--- config.mk ---
export PLATFORM = sky130hd
export DESIGN_NAME = rr_sel_arbiter
export DESIGN_NICKNAME = d
export VERILOG_FILES = /design/src/rtl/mux_sel_pkg.sv /design/src/rtl/rr_pick.sv /design/src/rtl/rr_sel_arbiter.sv
export SDC_FILE = /design/constraint.sdc
export NUM_CORES = 1
export LEC_CHECK = 0
export BUFFER_PORTS_ARGS = -buffer_cell sky130_fd_sc_hd__buf_2
export CAP_MARGIN = 20
export CORE_MARGIN = 5
export CORE_UTILIZATION = 56
export DETAILED_ROUTE_END_ITERATION = 12
export GPL_ROUTABILITY_DRIVEN = 1
export PLACE_DENSITY = 0.81
export SLEW_MARGIN = 20
export SYNTH_ARGS = -nofsm -noshare
export SYNTH_HDL_FRONTEND = slang
export SYNTH_SLANG_ARGS = --single-unit
--- constraint.sdc ---
create_clock -name clk -period 5.11 [get_ports clk]
set_input_delay 0.2555 -clock clk [delete_from_list [all_inputs] [get_ports clk]]
set_output_delay 0.2555 -clock clk [all_outputs]
set_load 0.005 [all_outputs]
--- src/rtl/mux_sel_pkg.sv ---
// rtl/mux_sel_pkg.sv - shared constants and state type for the round-robin mux select arbiter
package mux_sel_pkg;
    localparam int NUM_IN = 4;
    localparam int SEL_W  = 2;
    localparam int BEAT_W = 4;

    typedef enum logic {
        IDLE  = 1'b0,
        GRANT = 1'b1
    } arb_state_t;
endpackage

--- src/rtl/rr_pick.sv ---
// rtl/rr_pick.sv - rotate-then-priority-encode: first set request searching upward from ptr+1
module rr_pick
    import mux_sel_pkg::*;
(
    input  logic [NUM_IN-1:0] req,
    input  logic [SEL_W-1:0]  ptr,
    output logic [SEL_W-1:0]  pick_idx,
    output logic              pick_any
);

    logic [SEL_W-1:0]  start;
    logic [NUM_IN-1:0] rot;
    logic [SEL_W-1:0]  off;

    always_comb begin
        start = ptr + 1'b1;
        rot   = '0;
        for (int i = 0; i < NUM_IN; i++) begin
            rot[i] = req[start + SEL_W'(i)];
        end
        // Scan downward so the lowest rotated position (nearest to ptr+1) wins.
        off = '0;
        for (int i = NUM_IN - 1; i >= 0; i--) begin
            if (rot[i]) begin
                off = SEL_W'(i);
            end
        end
        pick_idx = start + off;
        pick_any = |req;
    end

endmodule

--- src/rtl/rr_sel_arbiter.sv ---
// rtl/rr_sel_arbiter.sv - round-robin arbiter driving a registered 4:1 mux select; optional RR_SEL_LOCK_EN adds burst lock
module rr_sel_arbiter
    import mux_sel_pkg::*;
#(
    parameter int MAX_BURST = 4
) (
    input  logic              clk,
    input  logic              rst_n,
    input  logic [NUM_IN-1:0] req,
    input  logic              last,
    input  logic              ready,
`ifdef RR_SEL_LOCK_EN
    input  logic              lock,
`endif
    output logic [SEL_W-1:0]  sel,
    output logic [NUM_IN-1:0] gnt,
    output logic              valid
);

    localparam logic [BEAT_W-1:0] BURST_LAST = BEAT_W'(MAX_BURST - 1);

    arb_state_t        state_q, state_d;
    logic [SEL_W-1:0]  sel_q, sel_d;
    logic [NUM_IN-1:0] gnt_q, gnt_d;
    logic [SEL_W-1:0]  ptr_q, ptr_d;
    logic [BEAT_W-1:0] beat_q, beat_d;

    logic [SEL_W-1:0]  pick_idx;
    logic              pick_any;
    logic              hs;
    logic              lock_hold;
    logic              limit_hit;
    logic [BEAT_W-1:0] beat_inc;

    rr_pick u_pick (
        .req      (req),
        .ptr      (ptr_q),
        .pick_idx (pick_idx),
        .pick_any (pick_any)
    );

    assign sel   = sel_q;
    assign gnt   = gnt_q;
    assign valid = (state_q == GRANT) && req[sel_q];
    assign hs    = valid && ready;

`ifdef RR_SEL_LOCK_EN
    assign lock_hold = lock;
`else
    assign lock_hold = 1'b0;
`endif

    // Saturating increment only matters while locked; otherwise the limit releases first.
    assign beat_inc  = (beat_q == {BEAT_W{1'b1}}) ? beat_q : beat_q + 1'b1;
    // >= rather than == so dropping lock after a long locked burst releases on that beat.
    assign limit_hit = (beat_q >= BURST_LAST) && !lock_hold;

    always_comb begin
        state_d = state_q;
        sel_d   = sel_q;
        gnt_d   = gnt_q;
        ptr_d   = ptr_q;
        beat_d  = beat_q;
        case (state_q)
            IDLE: begin
                gnt_d = '0;
                if (pick_any) begin
                    sel_d   = pick_idx;
                    gnt_d   = {{(NUM_IN-1){1'b0}}, 1'b1} << pick_idx;
                    beat_d  = '0;
                    state_d = GRANT;
                end
            end
            GRANT: begin
                if (hs) begin
                    beat_d = beat_inc;
                end
                if (!req[sel_q] || (hs && (last || limit_hit))) begin
                    ptr_d   = sel_q;
                    gnt_d   = '0;
                    state_d = IDLE;
                end
            end
            default: begin
                gnt_d   = '0;
                state_d = IDLE;
            end
        endcase
    end

    always_ff @(posedge clk or negedge rst_n) begin
        if (!rst_n) begin
            state_q <= IDLE;
            sel_q   <= '0;
            gnt_q   <= '0;
            ptr_q   <= SEL_W'(NUM_IN - 1);
            beat_q  <= '0;
        end else begin
            state_q <= state_d;
            sel_q   <= sel_d;
            gnt_q   <= gnt_d;
            ptr_q   <= ptr_d;
            beat_q  <= beat_d;
        end
    end

endmodule

==> results of run 1 <==
==> final timing paths <==
check | start | to
min reg2reg | gnt[1] | gnt[1]
max reg2reg | ptr_q[1] | gnt[3]
min | rst_n | beat_q[0]
min in group clk | ready | beat_q[2]
max | ptr_q[1] | gnt[3]
max in group asynchronous | rst_n | ptr_q[0]
==> layout make-up <==
cell class,count,area [µm²],area share (%)
well taps,15,18.8,2.14
flip-flops and latches,13,328,37.3
repair buffers,15,80.1,9.12
clock buffers,4,26.3,2.99
inverters,3,11.3,1.28
multi-input cells,58,414,47.2
==> power by group through the flow <==
| stage | sequential [mW] | combinational [mW] | clock, mW |
|---|---|---|---|
| 2_1_floorplan | 0.174 | 0.203 | 0 |
| 3_3_place_gp | 0.185 | 0.247 | 0 |
| 3_5_place_dp | 0.187 | 0.254 | 0 |
| 4_1_cts | 0.185 | 0.258 | 0.0633 |
| 5_1_grt | 0.192 | 0.291 | 0.0680 |
| 6_report | 0.185 | 0.254 | 0.0613 |
==> registers in the layout (all words and copies together), names as in the netlist <==
name	cells
gnt	4
beat_q	4
state_q	1
sel	2
ptr_q	2
==> logic make-up (layout without fill, tap and decap cells) <==
family                   Yosys count  after routing
adder cells (fa/ha/maj)            2              2
AO/OA/AOI/OAI                     19             19
multiplexers                       5              5
buffers and inverters              5             22
flip-flops                        13             13
AND/OR/NAND/NOR                   29             29
XOR/XNOR                           3              3
==> cells in the final DEF, fill, tap and decap left out, types with 2 or more instances in the layout <==
master / synthesis / routed
buf_2: 0 / 14
dfrtp_1: 11 / 11
nand2_1: 10 / 10
o21ai_0: 6 / 6
nor2_1: 4 / 4
inv_1: 3 / 3
xnor2_1: 3 / 3
mux2_2: 3 / 3
clkbuf_4: 0 / 3
and2b_2: 2 / 2
a21oi_1: 2 / 2
nand3_1: 2 / 2
nand4_1: 2 / 2
ha_1: 2 / 2
dfstp_2: 2 / 2
==> per-stage QoR <==
stage | hold WS, ps | utilization [%] | instance area (µm²)
detailed placement | 153 | 64.7 | 842
global route | 416 | 67.5 | 878
floorplan | -40.1 | - | 774
CTS | 393 | 67.5 | 878
finish | 395 | 67.5 | 878
global placement | 149 | 64.7 | 842
==> per-layer routing <==
| metal | GRT usage (%) | up-vias | part of all wire, % |
|---|---|---|---|
| li1 | - | 317 | - |
| met4 | 4.97 | 0 | 0.61 |
| met2 | 22.0 | 12 | 44 |
| met1 | 24.5 | 291 | 51 |
| met5 | 0 | - | 0 |
| met3 | 3.83 | 2 | 4.5 |
==> worst max-delay path: cells and delay by family (launching register included) <==
kind                     cells  cell delay (ps)
flip-flops                   1              610
AO/OA/AOI/OAI                4              620
AND/OR/NAND/NOR              1               90
XOR/XNOR                     3              650
adder cells (fa/ha/maj)      1              190
==> run_results.csv, run 1 <==
group,metric,value,unit
detailed_routing,ant_nets,0,
setup_path,critPathSlowestCell,"dfstp_2",
cts,cts_setup_buffers,0,
sta,fmax,449,MHz
floorplan,initial_core_util,59.5,%
global_route,grt_pass1_vias,560,
global_route,grt_start_max_net_pins,14,
floorplan,core-area,1300,µm²
synthesis,synth_top_family_by_area,"simple AND/OR/NAND/NOR gates",
sta,max_slew_margin,72.5,%
synthesis,seq_area_frac_synth,42.3,%
synthesis,synth-compound-area-share,17.4,%
setup_path,crit_top_cell,"xnor2_1",
cts,clkSinkCount,13,
cts,post_cts_resize_count,0,
status,outcome,"completed",
global_route,grt_pass1_wl,2500,µm
pwr,p_int,0.304,mW
setup_path,crit_type,"reg2reg",
synthesis,synth-async-reset-ratio,100,%
synthesis,syn_nets,86,
setup_path,critPathMaxStageDelay,610,ps
synthesis,ys_seq_elements,13,
synthesis,synth-xor-area-share,3.39,%
global_route,grt_overflow,0,
layout,diodes,0,
floorplan,die_h,47.2,µm
setup_path,arrival,2440,ps
pwr,share_comb_of_total_power,50.8,%
detailed_routing,routed_wl,1470,µm
synthesis,synth_ff_type,"dfrtp_1",
placed_design,io_buffers,14,
sta,fin_skew,4.14,ps
placed_design,gp_congestion,0.848,
sta,maxSlewViolCount,0,
cts,ctsHtreeMaxLevel,1,
synthesis,yosysTopAreaCell,"dfrtp_1",
sta,setup_viol,0,
pwr,swShare,39.2,%
layout,n_fill_cell,107,
synthesis,ys_types,37,
layout,area_growth,13.4,%
floorplan,io_pins,15,
cts,cts_max_path_buffers,2,
cts,clk_pin_slew,80,ps
sta,period_minus_slack,2230,ps
sta,tns,0,ps
synthesis,synth_adder_area_share,3.23,%
setup_path,critPathMaxFanout,8,
setup_path,startpoint_type,"register",
synthesis,synthMuxAreaShare,9.05,%
detailed_routing,drt_iter0_drc,13,
floorplan,rows,13,
synthesis,synth-edff-count,0,
detailed_routing,viasPerCell,5.76,
pwr,power_frac_seq,37.0,%
pwr,p_sw,0.196,mW
sta,worst_slew_pin_slew,409,ps
synthesis,yosysMostFrequentCell,"dfrtp_1",
sta,hold_viol,0,
detailed_routing,drc,0,
cts,clkLatencyLatePin,270,ps
placed_design,dp_hpwl,1150,µm
layout,fin_nets,104,
layout,fin_cells,108,
floorplan,die_width,47.2,µm
pwr,power.leakage,0.408,nW
synthesis,synth_common_cells,"11 x dfrtp_1, 10 x nand2_1, 6 x o21ai_0, 4 x nor2_1",
setup_path,reg2reg_slack,2880,ps
synthesis,synth-simple-area-share,20.4,%
synthesis,yosys-top-cells-area,"dfrtp_1 36%, dfstp_2 6.8%, nand2_1 4.8%",
setup_path,cp-end-kind,"register",
pwr,clock_power_share,12.3,%
synthesis,synth_top_area_share,35.5,%
global_route,antenna_found_initial,0,
placed_design,place_ws,2880,ps
layout,drive_gt1_share,29.0,%
cts,cts_tree,"built",
synthesis,yosysWarnings,0,
synthesis,synth_area,774,µm²
global_route,grt_usage,16.0,%
hold_path,hold_class,"in2async",
detailed_routing,wl_per_cell,13.6,µm
synthesis,post_synth.cell_area_avg,10.2,µm²
floorplan,dieArea,2230,µm²
placed_design,dp_cells,103,
cts,cts_root_buf,"clkbuf_4",
sta,rsz0062_at_grt,"false",
pwr,pwr_density_cell,569,nW/µm²
setup_path,r2r_cells,9,
sta,finalWorstSetupSlack,2880,ps
pwr,power,0.500,mW
cts,cts_buffers,3,
sta,period_share,43.6,%
setup_path,path_cells,"nand2_1, a2bb2oi_1, o21ai_0, o21a_1, ha_1, xnor2_1, xnor2_1, xnor2_1, a32o_2",
detailed_routing,first_pass_iters,4,
flow_run,drv_cap,0,
setup_path,worst_ep_required_time,5320,ps
cts,hold_buffers,1,
synthesis,synth_cells,76,
detailed_routing,vias,622,
pwr,vdd_drop_max,0.000269,V
No activity file was read; power rests on OpenSTA's default activity.
==> run 2: changes to the inputs <==
--- a/config.mk
+++ b/config.mk
@@ -8,10 +8,10 @@
 export BUFFER_PORTS_ARGS = -buffer_cell sky130_fd_sc_hd__buf_2
 export CAP_MARGIN = 20
 export CORE_MARGIN = 5
-export CORE_UTILIZATION = 56
+export CORE_UTILIZATION = 52
 export DETAILED_ROUTE_END_ITERATION = 12
 export GPL_ROUTABILITY_DRIVEN = 1
-export PLACE_DENSITY = 0.81
+export PLACE_DENSITY = 0.76
 export SLEW_MARGIN = 20
 export SYNTH_ARGS = -nofsm -noshare
 export SYNTH_HDL_FRONTEND = slang
==> constraint.sdc (replaced) <==
create_clock -name clk -period 2.2 [get_ports clk]
set_input_delay 0.11 -clock clk [delete_from_list [all_inputs] [get_ports clk]]
set_output_delay 0.11 -clock clk [all_outputs]
set_load 0.005 [all_outputs]
==> run 2 against run 1 <==
- the run now ends with negative setup slack left
- largest power group unchanged
- fmax down 0.71%
- cell count up 3.7%
- via count up 3.2%
- sequential share of layout area down 1.7 points
- count of clock-buffer cells in the layout unchanged
==> run_results.csv, run 2 (synthesized netlist as in run 1, its figures left out) <==
group,metric,value,unit
status,outcome,"finished with violations",
status,violations,"negative setup slack",
floorplan,die_h,48.6,µm
detailed_routing,ant_nets,0,
cts,cts_buffers,3,
layout,mostFrequentLayoutCell,"buf_2",
pwr,p_sw,0.500,mW
sta,hold-worst-slack,245,ps
pwr,vdd_drop_max,0.000886,V
sta,fmax,446,MHz
cts,clkSinkCount,13,
setup_path,worst_ep_required_time,2370,ps
sta,worst_slew_pin_slew,396,ps
flow_run,drv_cap,0,
detailed_routing,drc,0,
global_route,antenna_found_initial,0,
pwr,pwr_density_cell,1400,nW/µm²
floorplan,core-area,1450,µm²
placed_design,dp_cells,107,
setup_path,arrival,2420,ps
detailed_routing,vias,642,
cts,cts_tree,"built",
placed_design,gp_congestion,0.789,
layout,area_growth,18.9,%
pwr,clock_power_share,11.7,%
pwr,swShare,38.7,%
sta,max_slew_margin,73.3,%
placed_design,dpl_cell_area,866,µm²
layout,fin_nets,107,
pwr,p_int,0.792,mW
layout,diodes,0,
layout,drive_gt1_share,35.4,%
floorplan,dieArea,2360,µm²
sta,period_minus_slack,2240,ps
setup_path,crit_type,"reg2reg",
pwr,share_comb_of_total_power,55.3,%
hold_path,hold_class,"in2async",
floorplan,rows,14,
sta,finalWorstSetupSlack,-43.2,ps
layout,layout_common_cells,"14 x buf_2, 11 x dfrtp_1, 9 x nand2_1",
setup_path,critPathLaunch,"ptr_q[1]",
cts,ctsHtreeMaxLevel,1,
detailed_routing,wl_per_cell,15.4,µm
layout,postLayoutCellArea,921,µm²
cts,cts_root_buf,"clkbuf_4",
global_route,grt_usage,14.3,%
cts,clkLatencyLatePin,280,ps
floorplan,die_width,48.6,µm
sta,hold_viol,0,
cts,cts_max_path_buffers,2,
sta,fin_skew,4.17,ps
layout,fin_cells,112,
global_route,grt_start_max_net_pins,14,
cts,clk_pin_slew,80,ps
global_route,grt_pass1_vias,588,
sta,period_share,102,%
detailed_routing,routed_wl,1720,µm
pwr,power.leakage,0.427,nW
detailed_routing,viasPerCell,5.73,
detailed_routing,first_pass_iters,5,
pwr,power_frac_seq,33.0,%
placed_design,io_buffers,14,
setup_path,critPathMaxFanout,5,
floorplan,io_pins,15,
sta,tns,-91.3,ps
placed_design,dp_hpwl,1180,µm
setup_path,startpoint_type,"register",
global_route,grt_pass1_wl,2680,µm
sta,maxSlewViolCount,0,
global_route,grt_overflow,0,
detailed_routing,drt_iter0_drc,10,
setup_path,cp-end-kind,"register",
layout,final_util,63.3,%
sta,setup_viol,3,
floorplan,initial_core_util,53.3,%
setup_path,rr_startpoint,"ptr_q[1]",
run 2: final cells by class:
type | instances | area, µm²
fillers | 131 | 533
multi-input cells | 58 | 433
flip-flops and latches | 13 | 328
repair buffers | 18 | 103
clock buffers | 4 | 26.3
well taps | 16 | 20.0
inverters | 3 | 11.3
run 2: layer usage:
metal | wire length (µm) | vias to the layer above | track usage [%]
met5 | 0 | - | 0
met4 | 40 | 0 | 8.07
met3 | 89 | 4 | 3.37
met2 | 806 | 16 | 18.0
met1 | 784 | 300 | 21.9
li1 | - | 322 | -
run 2: power by group through the flow:
| stage | Clock [mW] | Sequential (mW) | Combinational (mW) |
|---|---|---|---|
| after detailed placement | 0 | 0.426 | 0.677 |
| after floorplan | 0 | 0.405 | 0.473 |
| after global routing | 0.168 | 0.440 | 0.785 |
| after CTS | 0.157 | 0.422 | 0.683 |
| after global placement | 0 | 0.421 | 0.659 |
| final | 0.150 | 0.427 | 0.714 |
run 2: critical path, cell delays in order (launching register included):
cell and delay, ps:
dfstp_2 570, nand2_1 60, a21oi_1 190, o221ai_1 170, o21a_1 150, ha_2 180, xnor2_2 130, xnor2_1 180
xnor2_1 90, buf_4 160, a32o_2 250
run 2: worst paths after layout:
kind                              to  slack (ps)  cells after the start
max                           gnt[3]         -40                     10
min                           sel[0]         240                      2
max reg2reg                   gnt[3]         -40                     10
min reg2reg                   gnt[0]         490                      2
max in group asynchronous   ptr_q[1]        1680                      2
min in group clk           beat_q[2]         260                      4
run 2: metrics by stage:
stage,setup slack [ps],power (mW)
after floorplan,7.44,0.877
after detailed placement,59.8,1.10
final,-43.2,1.29
after global routing,-80.4,1.39
after global placement,87.0,1.08
after CTS,31.7,1.26
run 2: what timing repair did:
item,4_1_cts,5_1_grt
endpoints found under the setup margin,0,5
setup buffers,0,0
hold buffers,1,0
resized for setup,0,5
hold endpoints to repair,13,0
